[src/rtl/if_pkg.sv]
// if_pkg: shared types and constants for the instruction-fetch front end.
//   fetch_state_t        - fetch FSM state encoding
//   PC_STEP              - byte distance between sequential instructions
//   BUBBLE_INSTR_DEFAULT - default instruction emitted for a bubble
//   ALIGN_MASK           - clears the byte-offset bits of an address
package if_pkg;

  typedef enum logic [1:0] {
    IDLE    = 2'd0,
    FETCH   = 2'd1,
    DISCARD = 2'd2,
    HOLD    = 2'd3
  } fetch_state_t;

  localparam logic [31:0] PC_STEP              = 32'd4;
  localparam logic [31:0] BUBBLE_INSTR_DEFAULT = 32'h0000_0000;
  localparam logic [31:0] ALIGN_MASK           = ~32'h3;

endpackage

[src/rtl/if_fetch_unit_if.sv]
// if_fetch_unit_if: request/ready handshake between the fetch unit and
// instruction memory.
//   imem_req   - fetch request (driven by the fetch unit)
//   imem_addr  - word-aligned fetch address (driven by the fetch unit)
//   imem_ready - memory completes the current request this cycle
//   imem_rdata - instruction data, valid with imem_ready
// Modports: master = fetch unit side, slave = memory side.
interface if_fetch_unit_if;

  logic        imem_req;
  logic [31:0] imem_addr;
  logic        imem_ready;
  logic [31:0] imem_rdata;

  modport master (
    output imem_req,
    output imem_addr,
    input  imem_ready,
    input  imem_rdata
  );

  modport slave (
    input  imem_req,
    input  imem_addr,
    output imem_ready,
    output imem_rdata
  );

endinterface

[src/rtl/if_skid_buffer.sv]
// if_skid_buffer: one-entry {pc, instr} buffer that catches a fetch which
// completes while the pipeline is frozen.
//   clk, rst        - clock, asynchronous active-high reset
//   load            - capture pc_in/instr_in and mark full
//   unload          - entry consumed, mark empty
//   invalidate      - entry flushed by a redirect, mark empty
//   pc_in, instr_in - entry to capture
//   full            - entry holds a completed fetch
//   pc, instr       - stored entry
module if_skid_buffer (
  input  logic        clk,
  input  logic        rst,
  input  logic        load,
  input  logic        unload,
  input  logic        invalidate,
  input  logic [31:0] pc_in,
  input  logic [31:0] instr_in,
  output logic        full,
  output logic [31:0] pc,
  output logic [31:0] instr
);

  always_ff @(posedge clk or posedge rst) begin
    if (rst) begin
      full  <= 1'b0;
      pc    <= 32'h0;
      instr <= 32'h0;
    end else if (invalidate || unload) begin
      full <= 1'b0;
    end else if (load) begin
      full  <= 1'b1;
      pc    <= pc_in;
      instr <= instr_in;
    end
  end

endmodule

[src/rtl/if_fetch_unit.sv]
// if_fetch_unit: instruction-fetch front end. Owns the PC, fetches from a
// variable-latency memory, presents {PC+4, instr} to the IF pipeline
// register, holds under freeze (one completed fetch buffered) and redirects
// on a taken branch while letting an outstanding stale request drain.
//   clk, rst     - clock, asynchronous active-high reset
//   freeze       - hazard stall: hold outputs, issue no new fetch
//   branch_taken - redirect request, overrides freeze
//   branch_addr  - redirect target (low two bits ignored)
//   imem         - instruction memory handshake (master side)
//   pc_out       - address of presented instruction + 4
//   instr_out    - presented instruction
//   fetch_valid  - 1 = real fetch presented, 0 = bubble
module if_fetch_unit
  import if_pkg::*;
#(
  parameter logic [31:0] RESET_PC     = 32'h0000_0000,
  parameter logic [31:0] BUBBLE_INSTR = BUBBLE_INSTR_DEFAULT
) (
  input  logic                   clk,
  input  logic                   rst,
  input  logic                   freeze,
  input  logic                   branch_taken,
  input  logic [31:0]            branch_addr,
  if_fetch_unit_if.master        imem,
  output logic [31:0]            pc_out,
  output logic [31:0]            instr_out,
  output logic                   fetch_valid
);

  fetch_state_t state, state_nxt;
  logic [31:0]  pc, pc_nxt;
  logic [31:0]  stale_addr, stale_addr_nxt;
  logic [31:0]  pc_out_nxt, instr_out_nxt;
  logic         fetch_valid_nxt;
  logic [31:0]  pc_inc, target;
  logic         skid_load, skid_unload, skid_inv, skid_full;
  logic [31:0]  skid_pc, skid_instr;

  assign pc_inc = pc + PC_STEP;
  assign target = branch_addr & ALIGN_MASK;

  // Request side is decoded purely from registered state.
  assign imem.imem_req  = (state == FETCH) || (state == DISCARD);
  assign imem.imem_addr = (state == DISCARD) ? stale_addr : pc;

  if_skid_buffer u_skid (
    .clk        (clk),
    .rst        (rst),
    .load       (skid_load),
    .unload     (skid_unload),
    .invalidate (skid_inv),
    .pc_in      (pc_inc),
    .instr_in   (imem.imem_rdata),
    .full       (skid_full),
    .pc         (skid_pc),
    .instr      (skid_instr)
  );

  always_ff @(posedge clk or posedge rst) begin
    if (rst) state <= IDLE;
    else     state <= state_nxt;
  end

  always_comb begin
    state_nxt       = state;
    pc_nxt          = pc;
    stale_addr_nxt  = stale_addr;
    pc_out_nxt      = pc_out;
    instr_out_nxt   = instr_out;
    fetch_valid_nxt = fetch_valid;
    skid_load       = 1'b0;
    skid_unload     = 1'b0;
    skid_inv        = 1'b0;
    case (state)
      IDLE: state_nxt = FETCH;
      FETCH: begin
        if (branch_taken) begin
          pc_nxt          = target;
          instr_out_nxt   = BUBBLE_INSTR;
          fetch_valid_nxt = 1'b0;
          // An unfinished request must still complete at its old address.
          if (!imem.imem_ready) begin
            stale_addr_nxt = pc;
            state_nxt      = DISCARD;
          end
        end else if (freeze) begin
          if (imem.imem_ready) begin
            skid_load = 1'b1;
            pc_nxt    = pc_inc;
            state_nxt = HOLD;
          end
        end else if (imem.imem_ready) begin
          pc_out_nxt      = pc_inc;
          instr_out_nxt   = imem.imem_rdata;
          fetch_valid_nxt = 1'b1;
          pc_nxt          = pc_inc;
        end else begin
          instr_out_nxt   = BUBBLE_INSTR;
          fetch_valid_nxt = 1'b0;
        end
      end
      DISCARD: begin
        instr_out_nxt   = BUBBLE_INSTR;
        fetch_valid_nxt = 1'b0;
        if (branch_taken) pc_nxt = target;
        if (imem.imem_ready) state_nxt = FETCH;
      end
      HOLD: begin
        if (branch_taken) begin
          skid_inv        = 1'b1;
          pc_nxt          = target;
          instr_out_nxt   = BUBBLE_INSTR;
          fetch_valid_nxt = 1'b0;
          state_nxt       = FETCH;
        end else if (!freeze) begin
          if (skid_full) begin
            pc_out_nxt      = skid_pc;
            instr_out_nxt   = skid_instr;
            fetch_valid_nxt = 1'b1;
          end
          skid_unload = 1'b1;
          state_nxt   = FETCH;
        end
      end
      default: state_nxt = IDLE;
    endcase
  end

  always_ff @(posedge clk or posedge rst) begin
    if (rst) begin
      pc          <= RESET_PC;
      stale_addr  <= RESET_PC;
      pc_out      <= 32'h0;
      instr_out   <= BUBBLE_INSTR;
      fetch_valid <= 1'b0;
    end else begin
      pc          <= pc_nxt;
      stale_addr  <= stale_addr_nxt;
      pc_out      <= pc_out_nxt;
      instr_out   <= instr_out_nxt;
      fetch_valid <= fetch_valid_nxt;
    end
  end

endmodule

[src/flat_wrapper.sv]
// flat-port wrapper written by rule: the top's interface ports become plain ports
module if_fetch_unit_flat import if_pkg::*;
#(
  parameter logic [31:0] RESET_PC     = 32'h0000_0000,
  parameter logic [31:0] BUBBLE_INSTR = BUBBLE_INSTR_DEFAULT
)
  (clk, rst, freeze, branch_taken, branch_addr, pc_out, instr_out, fetch_valid, imem_imem_req, imem_imem_addr, imem_imem_ready, imem_imem_rdata);
  if_fetch_unit_if imem_i ();
  input  logic clk;
  input  logic rst;
  input  logic freeze;
  input  logic branch_taken;
  input  logic [31:0] branch_addr;
  output logic [31:0] pc_out;
  output logic [31:0] instr_out;
  output logic fetch_valid;
  output wire logic [$bits(imem_i.imem_req)-1:0] imem_imem_req;
  output wire logic [$bits(imem_i.imem_addr)-1:0] imem_imem_addr;
  input wire logic [$bits(imem_i.imem_ready)-1:0] imem_imem_ready;
  input wire logic [$bits(imem_i.imem_rdata)-1:0] imem_imem_rdata;
  assign imem_imem_req = imem_i.imem_req;
  assign imem_imem_addr = imem_i.imem_addr;
  assign imem_i.imem_ready = imem_imem_ready;
  assign imem_i.imem_rdata = imem_imem_rdata;
  if_fetch_unit #(.RESET_PC(RESET_PC), .BUBBLE_INSTR(BUBBLE_INSTR)) u_core (.clk(clk), .rst(rst), .freeze(freeze), .branch_taken(branch_taken), .branch_addr(branch_addr), .imem(imem_i), .pc_out(pc_out), .instr_out(instr_out), .fetch_valid(fetch_valid));
endmodule
[config.mk]
export PLATFORM = sky130hd
export DESIGN_NAME = if_fetch_unit_flat
export DESIGN_NICKNAME = d
export VERILOG_FILES = /design/src/rtl/if_pkg.sv /design/src/rtl/if_fetch_unit_if.sv /design/src/rtl/if_skid_buffer.sv /design/src/rtl/if_fetch_unit.sv /design/src/flat_wrapper.sv
export SDC_FILE = /design/constraint.sdc
export NUM_CORES = 1
export LEC_CHECK = 0
export BUFFER_PORTS_ARGS = -buffer_cell sky130_fd_sc_hd__buf_2
export CORE_UTILIZATION = 38
export CTS_BUF_LIST = sky130_fd_sc_hd__clkbuf_2
export CTS_CLUSTER_SIZE = 8
export DETAILED_ROUTE_END_ITERATION = 12
export HOLD_SLACK_MARGIN = 0.05
export PLACE_DENSITY = 0.69
export SYNTH_ARGS = -nofsm -noshare
export SYNTH_HDL_FRONTEND = slang
export SYNTH_HIERARCHICAL = 1
export SYNTH_SLANG_ARGS = --single-unit
[constraint.sdc]
create_clock -name clk -period 4.25 [get_ports clk]
set_input_delay 0 -clock clk [delete_from_list [all_inputs] [get_ports clk]]
set_output_delay 0 -clock clk [all_outputs]
set_load 0.05 [all_outputs]
==> summary by stage <==
Run status
The run finished with clean final reports.

Power
The combinational share of power is 56.7%. The internal cell power is 4.913 mW. Summed over all nets, the switching power comes to 4.922 mW.

Registers are responsible for 34.5% of the overall power. Per report_power, the clock group accounts for 8.7% of the total. For this design the ratio of total power to cell area is 790.1 nW/µm².

Of the total power, the share spent switching nets is 50.04%. The worst voltage drop across the vdd grid is 0.4387 mV. The leakage dissipation is 5.766 nW.

Worst setup path
The worst setup path is launched from a flip-flop. The data arrival time of the critical path is 4180 ps. The critical path class is reg -> reg.

The required time of the critical path is 5000 ps. The element type at the critical path end is a flip-flop. Of all nets on the critical path, the largest fanout is 17.

Timing
The peak clock frequency supported by timing is 291.6 MHz. Adding up every negative setup slack in the final design gives 0 ps. In the finished design, the share of the clock period the worst path needs comes to 80.70%. After layout, the minimum clock period comes to 3430 ps. The largest clock skew in the final design is 42.00 ps. Setup violations remaining at the end of the flow were counted as 0. Setup repair after global routing left no endpoint under its margin. Measured against its own limit, the worst slew margin works out to 24.42%. The post-route worst setup slack is 820.3 ps. The number of max-slew violations in the final report is 0. The transition time at the pin with the least slew margin is 1131 ps. The final hold violation count is 0.

Yosys
The synthesized design spends more area on one cell type than any other, namely dfrtp_1. The commonest cells after synthesis are dfrtp_1, nand2_1, mux2_2. A synthesized cell averages 11.15 µm².

The synthesized netlist occupies a cell area of 9769 µm². In this run, distinct cell masters in the synthesized netlist total 55. The most frequent cell after synthesis is dfrtp_1. Counting every instance in the synthesized netlist gives 876. Summing the sequential cell areas from Yosys gives 49.18% of the chip area. After synthesis, the cell types taking the most area are dfrtp_1, mux2_4, mux2_2. The proportion of synthesized flip-flops having asynchronous set or reset is 100.0%.

The synthesis warning total is 6. The flop and latch count out of synthesis is 192. Of the post-synthesis cell area, the dominant cell type holds 49.18%. Yosys mapped a number of flops with a built-in enable equal to 0.

The dominant register cell in the synthesized netlist is dfrtp_1.

Global route
The largest net degree at the start of global routing is 64. The all-layer global routing usage is 20.79%. The first global-routing pass estimated 42.99 mm of wire. The number of global-route vias before repair is 8092. For this run the aggregate overflow at the end of global routing stands at 0. The number of antenna violations at the first check in global routing is 1.

Route
In the routed design, unresolved DRC markers number 0. The pre-antenna-repair detailed-routing pass consisted of 6 iterations. The per-cell routed wire length is 17.84 µm. The starting DRC count in detailed routing is 576. The number of vias in the routed layout is 7959.

The remaining antenna violation count is 0. Summed over all layers, the routed wires come to 26.64 mm. The ratio of routed vias to standard cells is 5.331.

Die
The area of the core region is 25180 µm². Measured along the x axis, the die boundary spans 162.3 µm. The number of cell rows is 58.

The top-level port count is 167. The die extent in y is 162.3 µm. The die area is 26350 µm². The effective utilization at floorplan is 38.80%.

Worst hold path
The worst min-delay path category is in -> reg.

Cells and area
The post-layout net count is 1222. The total of fill cells in the finished design is 2251. The fraction of layout cells with a size suffix above 1 is 32.10%.

The final design area excluding fillers is 12450 µm². The area growth from synthesis to layout is 27.41%.

Clocking
The longest clock path from root to sink contains 2 buffers. The clock reaches the later pin of the worst-skew pair after 790 ps. The count of H-tree levels built during CTS is 4.

The CTS tree is done. Post-CTS repair changed the size of 0 cells. CTS saw 192 sinks. The tree is rooted in a clkbuf_2. After clock tree synthesis, the clock-pin slew on the worst setup and hold paths is 290 ps.

The TritonCTS buffer count is 17.

Run
Across the run, the number of max-cap violations was 0.

Place
The HPWL after detailed placement is 17.17 mm. Routability-driven placement finished with a final weighted congestion of 0.8423. The total cell area at the placement stage is 10780 µm². The placement-stage worst setup slack is 1467 ps. During placement, the flow inserted port buffers numbering 162.
[final timing paths]
kind,startpoint,end,slack [ps],depth (start not counted)
max,u_core/state[1],u_core/pc[11],820,9
min reg2reg,u_core/pc_out[0],u_core/pc_out[0],510,2
min in group asynchronous,rst,u_core/instr_out[13],480,4
min,imem_imem_rdata[1],u_core/instr_out[1],120,4
max in group asynchronous,rst,u_core/instr_out[16],2720,5
max reg2reg,u_core/state[1],u_core/pc[11],820,9
[power groups by stage]
| stage | Clock, mW | Combinational, mW | Sequential [mW] |
|---|---|---|---|
| after floorplan | 0 | 3.39 | 4.12 |
| after global placement | 0 | 5.28 | 3.37 |
| after detailed placement | 0 | 5.36 | 3.42 |
| after CTS | 0.891 | 5.57 | 3.38 |
| after global routing | 0.975 | 5.94 | 3.53 |
| final | 0.858 | 5.58 | 3.40 |
[timing repair]
action,in CTS,in global routing
hold buffers,140,5
endpoints found under the hold margin,299,5
setup buffers,0,0
[layout make-up]
| type | instances | area, µm² | area share, % |
|---|---|---|---|
| antenna | 1 | 2.502 | 0.02010 |
| clock buffer | 17 | 85.08 | 0.6836 |
| tap | 330 | 412.9 | 3.317 |
| inverter | 19 | 73.82 | 0.5931 |
| sequential | 192 | 4805 | 38.60 |
| clock inverter | 15 | 127.6 | 1.025 |
| timing repair buffer | 326 | 2405 | 19.32 |
| multi-input combinational | 593 | 4536 | 36.44 |
[critical path: stages, from the launching register on]
cell	delay [ps]
dfrtp_1	530
inv_1	80
ha_1	290
a21oi_1	260
o22a_1	530
buf_4	330
o21ai_0	120
dlygate4sd3_1	580
o21ai_0	130
dlygate4sd3_1	550
[per-stage QoR]
stage | instances | hold WS [ps] | total power [mW] | utilization, %
4_1_cts | 1487 | 50.26 | 9.835 | 49.22
2_1_floorplan | 879 | 148.1 | 7.511 | -
3_5_place_dp | 1315 | 229.7 | 8.781 | 42.81
5_1_grt | 1493 | 44.31 | 10.44 | 49.43
3_3_place_gp | 1315 | 232.9 | 8.651 | 42.81
6_report | 1493 | 118.5 | 9.834 | 49.43
[logic make-up (layout without fill, tap and decap cells)]
kind of cell,count (synthesis),after routing,share of synthesized area (%)
other,1,5,0.03839
adders and majority gates,4,4,0.5123
AOI/OAI and AO/OA,184,184,12.22
and+or+nand+nor,229,229,11.74
xor gates and xnor gates,24,24,2.152
muxes,148,148,19.24
buffers and inverters,94,377,4.918
DFF,192,192,49.18
[sequential cells by signal (all words and copies together), names as in the netlist]
| signal | flops |
|---|---|
| u_core/fetch_valid | 1 |
| u_core/u_skid/pc | 32 |
| u_core/pc | 30 |
| u_core/instr_out | 32 |
| u_core/pc_out | 32 |
| u_core/state | 2 |
| u_core/u_skid/instr | 32 |
| u_core/u_skid/full | 1 |
| u_core/stale_addr | 30 |
[layout by cell type (no fill, tap or decap), drive strengths merged, types with 3 or more instances in the layout]
| cell | netlist | final |
|---|---|---|
| or4 | 4 | 4 |
| o21ai | 69 | 69 |
| xnor2 | 16 | 16 |
| dfrtp | 192 | 192 |
| and2 | 4 | 4 |
| conb | 1 | 4 |
| nor2 | 31 | 31 |
| a31oi | 9 | 9 |
| mux2i | 10 | 10 |
| clkinv | 0 | 4 |
| inv | 19 | 26 |
| mux2 | 138 | 138 |
| clkinvlp | 0 | 4 |
| and4 | 4 | 4 |
| nor4 | 8 | 8 |
| nor3 | 12 | 12 |
| dlygate4sd3 | 0 | 145 |
| a22o | 32 | 32 |
| a21oi | 26 | 26 |
| clkbuf | 55 | 17 |
| a2bb2oi | 14 | 14 |
| ha | 4 | 4 |
| buf | 20 | 181 |
| o22ai | 14 | 14 |
| a31o | 9 | 9 |
| nor3b | 4 | 4 |
| and3 | 9 | 9 |
| nand2 | 95 | 95 |
| nand2b | 3 | 3 |
| nand3 | 35 | 35 |
| xor2 | 8 | 8 |
| nand4 | 14 | 14 |
[routing by layer]
layer / GRT usage, % / wire length (µm) / vias to the layer above
li1: - / - / 3681
met1: 26.43 / 11270 / 3964
met2: 34.89 / 13350 / 256
met3: 4.151 / 1272 / 58
met4: 7.719 / 745 / 0
met5: 0 / 0 / -
Note: power is estimated with default switching activity, not from simulation.
